## src/rtl/afifo_pkg.sv

```systemverilog
// afifo_pkg
// Shared definitions for the asynchronous FIFO controllers (write and read side).
//   ASIZE_DEF : default FIFO address width (depth = 2**ASIZE_DEF)
//   bin2gray  : binary-to-Gray conversion. It works on 32 bits, so callers cast
//               their pointer width in and out.
package afifo_pkg;

    localparam int ASIZE_DEF = 4;

    function automatic logic [31:0] bin2gray(input logic [31:0] bin);
        return bin ^ (bin >> 1);
    endfunction

endpackage

```

## src/rtl/gray2bin.sv

```systemverilog
// gray2bin
// Pure combinational Gray-to-binary conversion. Each binary bit is the XOR of
// all Gray bits at or above its position.
//   gray : W-bit Gray-coded input
//   bin  : W-bit binary output
module gray2bin #(
    parameter int W = 5
) (
    input  logic [W-1:0] gray,
    output logic [W-1:0] bin
);

    for (genvar i = 0; i < W; i++) begin : g_bit
        assign bin[i] = ^(gray >> i);
    end

endmodule

```

## src/rtl/afifo_wr_ctrl.sv

```systemverilog
// afifo_wr_ctrl
// Write-side pointer and flag controller for a dual-clock FIFO.
//   l_clk, l_rst : write-domain clock, asynchronous active-low reset
//   push         : write request, one word per cycle
//   ovf_clr      : clears the sticky overflow flag
//   wq2_rptr     : read pointer in Gray code, already synchronized into l_clk
//   wen, waddr   : RAM write strobe and address
//   wptr         : registered Gray write pointer sent to the read domain
//   full, almost_full, overflow, wcount : registered status
module afifo_wr_ctrl
    import afifo_pkg::*;
#(
    parameter int ASIZE    = ASIZE_DEF,
    parameter int AF_LEVEL = (1 << ASIZE) - 2
) (
    input  logic             l_clk,
    input  logic             l_rst,
    input  logic             push,
    input  logic             ovf_clr,
    input  logic [ASIZE:0]   wq2_rptr,
    output logic             wen,
    output logic [ASIZE-1:0] waddr,
    output logic [ASIZE:0]   wptr,
    output logic             full,
    output logic             almost_full,
    output logic             overflow,
    output logic [ASIZE:0]   wcount
);

    localparam logic [ASIZE:0] AF_THRESH = (ASIZE+1)'(AF_LEVEL);

    logic [ASIZE:0] wbin;
    logic [ASIZE:0] wbin_next;
    logic [ASIZE:0] wgray_next;
    logic [ASIZE:0] rbin;
    logic [ASIZE:0] occ_next;
    logic [ASIZE:0] full_pattern;

    // Gating with l_rst keeps the RAM strobe low while reset is held.
    assign wen        = push & ~full & l_rst;
    assign waddr      = wbin[ASIZE-1:0];
    assign wbin_next  = wbin + (ASIZE+1)'(wen);
    assign wgray_next = (ASIZE+1)'(bin2gray(32'(wbin_next)));

    gray2bin #(
        .W (ASIZE+1)
    ) u_rptr_bin (
        .gray (wq2_rptr),
        .bin  (rbin)
    );

    assign occ_next = wbin_next - rbin;

    // In Gray code, "full" means the top two bits are inverted relative to the
    // read pointer and the rest are equal. The extra MSB tells full from empty
    // across the wrap.
    assign full_pattern = {~wq2_rptr[ASIZE:ASIZE-1], wq2_rptr[ASIZE-2:0]};

    always_ff @(posedge l_clk or negedge l_rst) begin
        if (!l_rst) begin
            wbin        <= '0;
            wptr        <= '0;
            full        <= 1'b0;
            almost_full <= 1'b0;
            overflow    <= 1'b0;
            wcount      <= '0;
        end else begin
            wbin        <= wbin_next;
            wptr        <= wgray_next;
            full        <= (wgray_next == full_pattern);
            almost_full <= (occ_next >= AF_THRESH);
            wcount      <= occ_next;
            // A rejected push takes priority over a clear on the same edge.
            if (push && full)
                overflow <= 1'b1;
            else if (ovf_clr)
                overflow <= 1'b0;
        end
    end

endmodule

```

## config.mk

```make
export PLATFORM = sky130hd
export DESIGN_NAME = afifo_wr_ctrl
export DESIGN_NICKNAME = d
export VERILOG_FILES = /design/src/rtl/afifo_pkg.sv /design/src/rtl/gray2bin.sv /design/src/rtl/afifo_wr_ctrl.sv
export SDC_FILE = /design/constraint.sdc
export NUM_CORES = 1
export LEC_CHECK = 0
export ABC_AREA = 1
export BUFFER_PORTS_ARGS = -buffer_cell sky130_fd_sc_hd__buf_2
export CAP_MARGIN = 20
export CORE_MARGIN = 1
export CORE_UTILIZATION = 45
export DETAILED_ROUTE_END_ITERATION = 7
export GPL_TIMING_DRIVEN = 0
export HOLD_SLACK_MARGIN = 0.15
export PLACE_DENSITY = 0.69
export SYNTH_ARGS = -nofsm -noshare
export SYNTH_HDL_FRONTEND = slang
export SYNTH_HIERARCHICAL = 1
export SYNTH_SLANG_ARGS = --single-unit
export TNS_END_PERCENT = 30
```

## constraint.sdc

```tcl
create_clock -name l_clk -period 2.7 [get_ports l_clk]
set_input_delay 0.27 -clock l_clk [delete_from_list [all_inputs] [get_ports l_clk]]
set_output_delay 0.27 -clock l_clk [all_outputs]
set_load 0.02 [all_outputs]
```

# Word-level counts from Yosys, hierarchy flattened
# Index checks and enable logic that the tools add are counted.
[classes]
addsub = 2
multipliers = 0
div = 0
order_cmp = 1
eq_ne = 1
n_shift = 0
mux = 2
bitwise_logic = 5
reduce_logical = 7
[op_table]
columns = ["cell", "count"]
rows = [
  ["$reduce_xor 5->1", 5],
  ["$add 5x1->5", 1],
  ["$eq 5x5->1", 1],
  ["$ge 5x4->1 const B", 1],
  ["$sub 5x5->5", 1],
  ["$xor 5x4->5", 1],
  ["$and 1x1->1", 2],
  ["$mux 1", 2],
  ["$not 2->2", 1],
  ["$reduce_bool 2->1", 1],
  ["$logic_and 1x1->1", 1],
  ["$not 1->1", 1],
]
[word_totals]
regBits = 18
latchBits = 0
ram_bits = 0
romBits = 0
input_bits = 9
word_cells = 24
memories = 0

# Logic depth before layout (Yosys ltp)
# Gate-level depths: netlist (run 1).
[logic_depth]
depth_word = 6
mapped_depth = 15
mapped_depth_nobuf = 15

# Cells and area by module
# The synthesis (run 1) kept the hierarchy.
[by_module_without_submodules]
columns = ["mod", "instances", "cells_per_inst", "area_per_inst_um2"]
rows = [
  ["afifo_wr_ctrl", 1, 120, 970.9],
  ["gray2bin", 1, 27, 133.9],
]

# Worst setup path after synthesis (run 1)
# OpenSTA, ideal clock, no wires.
[synth_path]
path_kind = "flip-flop to flip-flop"
startpoint = "register full"
endpoint = "register almost_full"
t_arrival_ns = 2.437
slack_ns = 0.139
path_stages_with_launch = 13
path_buffers = 0
period_less_slack_ns = 2.561
cell_sequence = "dfrtp_1 > nor2_1 > ha_1 > ha_1 > inv_1 > nand2_1 > nand2_1 > ha_1 > a21oi_1 > o21ai_0 > xor2_1 > nand2_1 > nand3_1"
[synth_via]
elab_chain_len = 6
[synth_rtl]
columns = ["item", "line_no", "rtl"]
rows = [
  ["start, declared", "afifo_wr_ctrl.sv:24", "output logic full,"],
  ["start signal, assigned", "afifo_wr_ctrl.sv:70", "full <= (wgray_next == full_pattern);"],
  ["$not 1->1", "afifo_wr_ctrl.sv:40", "assign wen = push & ~full & l_rst;"],
  ["$and 1x1->1 (2 in series)", "afifo_wr_ctrl.sv:40", ""],
  ["named net wen", "afifo_wr_ctrl.sv:21", "output logic wen,"],
  ["$add 5x1->5", "afifo_wr_ctrl.sv:42", "assign wbin_next = wbin + (ASIZE+1)'(wen);"],
  ["$sub 5x5->5", "afifo_wr_ctrl.sv:52", "assign occ_next = wbin_next - rbin;"],
  ["named net occ_next[3]", "afifo_wr_ctrl.sv:36", "logic [ASIZE:0] occ_next;"],
  ["$ge 5x4->1", "afifo_wr_ctrl.sv:71", "almost_full <= (occ_next >= AF_THRESH);"],
  ["end signal, assigned", "afifo_wr_ctrl.sv:71", ""],
  ["end, declared", "afifo_wr_ctrl.sv:25", "output logic almost_full,"],
]
# The timed path passes the listed nets, and every way through them passes these cells.
# A chain may end at the register's enable or synchronous reset.

# Worst setup path after layout (run 1)
[layout_path]
startpoint = "register full"
endpoint = "register almost_full"
[layout_via]
elab_chain_len = 6
[layout_rtl]
columns = ["item", "line_no"]
rows = [
  ["$not 1->1", "afifo_wr_ctrl.sv:40"],
  ["$and 1x1->1 (2 in series)", "afifo_wr_ctrl.sv:40"],
  ["$add 5x1->5", "afifo_wr_ctrl.sv:42"],
  ["$sub 5x5->5", "afifo_wr_ctrl.sv:52"],
  ["$ge 5x4->1", "afifo_wr_ctrl.sv:71"],
]
# Every way passes these cells.

==> results of run 1 <==
[critical path, cell delays in order (launching register included)]
cell and delay (ns):
dfrtp_1 0.40, nor2_1 0.15, ha_1 0.29, ha_2 0.30
inv_1 0.09, nand2_1 0.08, nand2_1 0.10, ha_1 0.35
inv_1 0.05, nor2_1 0.14, o21ai_0 0.10, nand2_1 0.08
inv_1 0.04, nand2_1 0.07, nand3_1 0.07
[placed cells by master, fill, tap and decap left out]
cell type | Yosys | routed
buf_4 | 1 | 1
clkbuf_1 | 0 | 1
nand2_2 | 5 | 5
inv_1 | 26 | 26
clkbuf_4 | 0 | 3
dlygate4sd3_1 | 0 | 1
nand2_1 | 50 | 50
nor2_1 | 6 | 6
o21ai_0 | 3 | 3
fa_1 | 1 | 1
nand3_2 | 2 | 2
buf_2 | 0 | 26
dfrtp_1 | 17 | 17
buf_6 | 1 | 1
nand4_1 | 4 | 4
xor2_1 | 3 | 3
nor3_1 | 1 | 1
nand3b_1 | 2 | 2
ha_1 | 6 | 5
nand3_4 | 2 | 2
ha_2 | 0 | 1
a21oi_1 | 1 | 1
nand3_1 | 16 | 16
[through the flow]
step / cell area (µm²) / cells / setup TNS [ns] / power (µW)
finish: 1309 / 206 / 0 / 1523
floorplan: 1105 / 147 / 0 / 1143
global placement: 1270 / 201 / -0.1064 / 1371
detailed placement: 1270 / 201 / -0.1768 / 1391
global route: 1309 / 206 / 0 / 1689
CTS: 1306 / 206 / 0 / 1531
[how the worst max path moves through the flow]
stage                        start               endpoint  slack [ns]
floorplan           full$_DFF_PN0_  almost_full$_DFF_PN0_        0.14
global placement             l_rst  almost_full$_DFF_PN0_       -0.07
detailed placement           l_rst  almost_full$_DFF_PN0_        -0.1
CTS                 full$_DFF_PN0_  almost_full$_DFF_PN0_        0.22
global route        full$_DFF_PN0_  almost_full$_DFF_PN0_        0.06
finish              full$_DFF_PN0_  almost_full$_DFF_PN0_        0.29
[per-layer routing]
| layer | global-route usage, % | vias to the layer above | part of all wire [%] |
|---|---|---|---|
| met2 | 28.14 | 33 | 47 |
| met3 | 3.509 | 4 | 6.0 |
| li1 | - | 520 | - |
| met4 | 8.108 | 0 | 1.3 |
| met1 | 24.53 | 450 | 46 |
| met5 | 0 | - | 0 |
[where the power goes]
part / total, µW / internal, µW / switching [µW]
Combinational: 943 / 329 / 614
Clock: 137 / 57.4 / 79.5
Sequential: 442 / 380 / 62.4
Total: 1520 / 766 / 756
[cells by family (layout without fill, tap and decap cells)]
family | Yosys count | count (layout) | synth area share (%)
buffers and inverters | 28 | 59 | 10.53
AND/OR/NAND/NOR | 88 | 88 | 38.16
flip-flops | 17 | 17 | 38.51
AO/OA/AOI/OAI | 4 | 4 | 1.811
XOR/XNOR | 3 | 3 | 2.379
adder cells (fa/ha/maj) | 7 | 7 | 8.607
[flip-flops by register name, summed over array words and instances (netlist names)]
name         cells
wbin             5
almost_full      1
wptr             4
overflow         1
wcount           5
full             1
[repair_timing]
action	in CTS	in global routing
hold endpoints to repair	17	0
hold buffers	1	0
endpoints found under the setup margin	0	1
resized for setup	0	1
[area by class of cell]
| type | count | area [µm²] | area share [%] |
|---|---|---|---|
| well taps | 28 | 35.03 | 2.677 |
| multi-input cells | 102 | 565.5 | 43.21 |
| inverters | 26 | 97.59 | 7.457 |
| clock buffers | 4 | 26.28 | 2.008 |
| flip-flops and latches | 17 | 425.4 | 32.50 |
| plain buffers | 2 | 18.77 | 1.434 |
| repair buffers | 27 | 140.1 | 10.71 |
==> flow_metrics.py, run 1 <==
metrics = {
    "clocking": {
        "cts_tree": "built",
        "insertion_delay_ns": 0.29,
        "postCtsSetupRepairBufs": 0,
        "cts_root_buf": "clkbuf_4",
        "cts_sinks": 17,
        "cts_buffers": 3,
        "cts_max_path_buffers": 2,
        "htree_levels": 1,
        "path_clk_slew_ns": 0.09,
    },
    "setup_path": {
        "r2r_setup_slack_ns": 0.29,
        "critPathCaptureType": "flip-flop",
        "arrival_ns": 2.59,
        "r2r_start": "full$_DFF_PN0_",
        "required_ns": 2.88,
        "reg2regPathDepth": 14,
        "path_class": "flip-flop to flip-flop",
        "start_kind": "flip-flop",
        "worst-path-max-fanout": 6,
        "reg2reg_to": "almost_full$_DFF_PN0_",
    },
    "route": {
        "routed_via_density": 4.888,
        "firstDrtPassIters": 4,
        "drt_iter0_drc": 17,
        "drc_errors": 0,
        "drt_wl_total_um": 2069,
        "post_drt_wl_per_cell_um": 10.04,
        "vias": 1007,
        "ant_nets": 0,
    },
    "layout": {
        "final_core_util_pct": 58.05,
        "antenna_cells": 0,
        "layout-drive-gt1-share_pct": 23.03,
        "fin_nets": 195,
        "area_growth_pct": 18.46,
        "fill_cells": 218,
    },
    "floorplanning": {
        "fp-row-count": 17,
        "die_area_mm2": 0.002657,
        "pin_count": 27,
        "initial_utilization_pct": 49.00,
        "die_w_um": 51.55,
        "core_area_mm2": 0.002255,
        "die_h_um": 51.55,
    },
    "sta": {
        "slew-limit-headroom_pct": 49.38,
        "setup_ws_ns": 0.2889,
        "finalHoldViolCount": 0,
        "fmax_mhz": 414.8,
        "clock_skew_ns": 0.01173,
        "max_slew.worst_pin.slew_ns": 0.7568,
        "rsz0062_at_grt": "false",
        "holdWs_ns": 0.1842,
        "drv_slew": 0,
        "fin_crit_sh_pct": 89.30,
        "setup_violations": 0,
        "period_needed_ns": 2.411,
    },
    "global_routing": {
        "grt_max_degree": 18,
        "grt_pass1_vias": 823,
        "antenna_found_initial": 0,
        "overflow": 0,
        "grt_pass1_wl_um": 3387,
        "gr-usage-all-layers_pct": 18.16,
    },
    "synthesis": {
        "yosysTopAreaCell": "dfrtp_1",
        "syn_nets": 163,
        "syn_inst": 147,
        "ys_warn_count": 6,
        "yosys_register_bits": 17,
        "dominantRegCellSynth": "dfrtp_1",
        "synth_edf_count": 0,
        "syn_area_per_cell_um2": 7.516,
        "yosys-top-cells-count": "50 x nand2_1, 26 x inv_1, 17 x dfrtp_1",
        "synth.distinct_cells": 18,
        "synth.area.top_cells": "dfrtp_1 39%, nand2_1 17%, inv_1 8.8%",
        "yosys.area.top_type_share_pct": 38.51,
        "yosysSeqAreaShare_pct": 38.51,
        "syn_area_mm2": 0.001105,
        "yosysMostFrequentCell": "nand2_1",
        "async_flop_share_pct": 100.0,
    },
    "pwr": {
        "vdd_drop_max_mv": 0.6005,
        "p_leak_uw": 0.0007692,
        "power.density_mw_per_mm2": 1163,
    },
    "flow_run": {
        "maxCapViolCount": 0,
    },
    "place": {
        "dp_slack_ns": -0.09720,
        "place_congestion": 0.8393,
        "dp_hpwl_um": 1694,
        "portBuffers": 26,
    },
    "hold_path": {
        "hold_depth": 2,
        "min-delay-start": "ovf_clr",
        "hold_path_end": "overflow$_DFFE_PN0P_",
        "hp-class": "input port to flip-flop",
    },
    "run_status": {
        "status": "finished clean",
    },
}
Note: power is estimated with default switching activity, not from simulation.
==> run 2: changes to the inputs <==
- CORE_UTILIZATION: 45 -> 52
- PLACE_DENSITY: 0.69 -> 0.79
==> run 2 against run 1 <==
Core utilization grew 8.2 points. Critical path depth is the same. Clock-buffer cell count is the same. Register-to-register slack is essentially flat. Sequential cell count is the same. Cell count shrank 0.49%. Clock power is essentially flat. Sequential share of layout area shrank 0.093 points. First-iteration DRC count shrank 5.9%. Die area shrank 13%. Design area grew 0.29%. Largest power group unchanged.
==> flow_metrics.py, run 2 (synthesis gave the netlist of run 1 again) <==
metrics = {
    "layout": {
        "layout_common_cells": "50 x nand2_1, 26 x inv_1, 26 x buf_2, 17 x dfrtp_1, 16 x nand3_1",
        "fill_cells": 172,
        "layout-drive-gt1-share_pct": 24.16,
        "top_regs": "wbin: 5 flops, wcount: 5 flops, wptr: 4 flops",
        "final_core_util_pct": 66.22,
        "area_growth_pct": 18.80,
        "ff_latch_area_um2": 425.4,
        "fin_nets": 195,
        "antenna_cells": 0,
        "final_cells": 205,
        "multi_input_area_um2": 570.5,
        "final_common_cell": "nand2_1",
    },
    "sta": {
        "clock_skew_ns": 0.0003355,
        "setup_ws_ns": 0.2827,
        "fin_crit_sh_pct": 89.53,
        "drv_slew": 0,
        "slew-limit-headroom_pct": 47.97,
        "fmax_mhz": 413.7,
        "finalHoldViolCount": 0,
        "setup_violations": 0,
        "rsz0062_at_grt": "false",
        "max_slew.worst_pin.slew_ns": 0.7779,
        "period_needed_ns": 2.417,
    },
    "clocking": {
        "cts_tree": "built",
        "cts_buffers": 3,
        "cts_max_path_buffers": 2,
        "cts_sinks": 17,
        "postCtsSetupRepairBufs": 0,
        "path_clk_slew_ns": 0.10,
        "insertion_delay_ns": 0.28,
        "htree_levels": 1,
        "cts_root_buf": "clkbuf_4",
    },
    "run_status": {
        "status": "finished clean",
    },
    "setup_path": {
        "reg2reg_to": "almost_full$_DFF_PN0_",
        "arrival_ns": 2.60,
        "path_class": "flip-flop to flip-flop",
        "slowest_stage": "dfrtp_1",
        "reg2regPathDepth": 14,
        "required_ns": 2.88,
        "r2r_setup_slack_ns": 0.28,
        "critical_path.max_stage_delay_ns": 0.42,
        "critPathCaptureType": "flip-flop",
        "crit_top_cell": "nand2_1",
        "worst-path-max-fanout": 6,
        "path_cells": "nor2_2 -> ha_2 -> ha_2 -> inv_1 -> nand2_1 -> nand2_1 -> ha_1 -> inv_1 -> nor2_1 -> o21ai_0 -> nand2_1 -> inv_1 -> nand2_1 -> nand3_1",
        "start_kind": "flip-flop",
        "r2r_start": "full$_DFF_PN0_",
    },
    "place": {
        "portBuffers": 26,
        "dp_slack_ns": -0.2466,
        "dp_hpwl_um": 1781,
        "placedCellCount": 200,
        "place_congestion": 0.8344,
    },
    "route": {
        "routed_via_density": 4.961,
        "post_drt_wl_per_cell_um": 10.71,
        "vias": 1017,
        "drt_iter0_drc": 16,
        "ant_nets": 0,
        "firstDrtPassIters": 4,
        "drc_errors": 0,
        "drt_wl_total_um": 2196,
    },
    "floorplanning": {
        "pin_count": 27,
        "fp-row-count": 16,
        "die_w_um": 48.10,
        "die_h_um": 48.10,
        "initial_utilization_pct": 55.74,
        "core_area_mm2": 0.001982,
        "die_area_mm2": 0.002313,
    },
    "pwr": {
        "vdd_drop_max_mv": 0.6567,
        "p_leak_uw": 0.0007671,
        "power.density_mw_per_mm2": 1167,
    },
    "global_routing": {
        "gr-usage-all-layers_pct": 22.11,
        "overflow": 0,
        "grt_pass1_vias": 880,
        "grt_pass1_wl_um": 3588,
        "grt_max_degree": 18,
        "antenna_found_initial": 0,
    },
    "flow_run": {
        "maxCapViolCount": 0,
    },
    "hold_path": {
        "hp-class": "input port to flip-flop",
        "hold_path_end": "overflow$_DFFE_PN0P_",
        "min-delay-start": "ovf_clr",
        "hold_depth": 2,
    },
}
run 2: critical path, delay by kind of cell, from the launching register on:
kind,cells,cell delay [ns]
AO/OA/AOI/OAI,1,0.10
adder cells (fa/ha/maj),3,0.87
AND/OR/NAND/NOR,7,0.73
buffers and inverters,3,0.19
flip-flops,1,0.42
run 2: repair_timing:
action | CTS | global route
resized for setup | 0 | 3
endpoints found under the setup margin | 0 | 2
hold buffers | 1 | 0
endpoints found under the hold margin | 17 | 0
run 2: metal layers:
| layer | part of all wire [%] | vias up | global-route usage, % |
|---|---|---|---|
| met5 | 0 | - | 0 |
| met4 | 0.32 | 0 | 5.000 |
| met3 | 3.7 | 2 | 3.333 |
| met2 | 51 | 29 | 41.62 |
| met1 | 45 | 465 | 26.26 |
| li1 | - | 521 | - |
run 2: cell type report:
type | count | share of cell area (%)
Timing Repair Buffer | 27 | 10.68
Inverter | 26 | 7.436
Buffer | 2 | 1.430
Clock buffer | 4 | 2.002
Tap cell | 27 | 2.574
Multi-Input combinational cell | 102 | 43.47
Sequential cell | 17 | 32.41
run 2: how the worst max path moves through the flow:
stage	endpoint	from	slack, ns
final	almost_full$_DFF_PN0_	full$_DFF_PN0_	0.28
after global routing	almost_full$_DFF_PN0_	full$_DFF_PN0_	0.04
after CTS	almost_full$_DFF_PN0_	full$_DFF_PN0_	0.09
after detailed placement	almost_full$_DFF_PN0_	l_rst	-0.25
after global placement	almost_full$_DFF_PN0_	l_rst	-0.11
after floorplan	almost_full$_DFF_PN0_	full$_DFF_PN0_	0.14
run 2: metrics by stage:
| stage | cell area [µm²] | TNS, ns | power, µW | hold WS, ns |
|---|---|---|---|---|
| after floorplan | 1105 | 0 | 1143 | -0.02559 |
| after global placement | 1269 | -0.1927 | 1358 | 0.2130 |
| after detailed placement | 1269 | -0.5604 | 1395 | 0.2181 |
| after CTS | 1305 | 0 | 1532 | 0.1796 |
| after global routing | 1313 | 0 | 1707 | 0.1704 |
| final | 1313 | 0 | 1532 | 0.1768 |
run 2: power breakdown:
group          switching (µW)  internal [µW]  leakage (µW)  total [µW]
Sequential               61.8            380      0.000208         442
Clock                    80.1           57.3     0.0000150         137
Combinational             623            330      0.000544         953
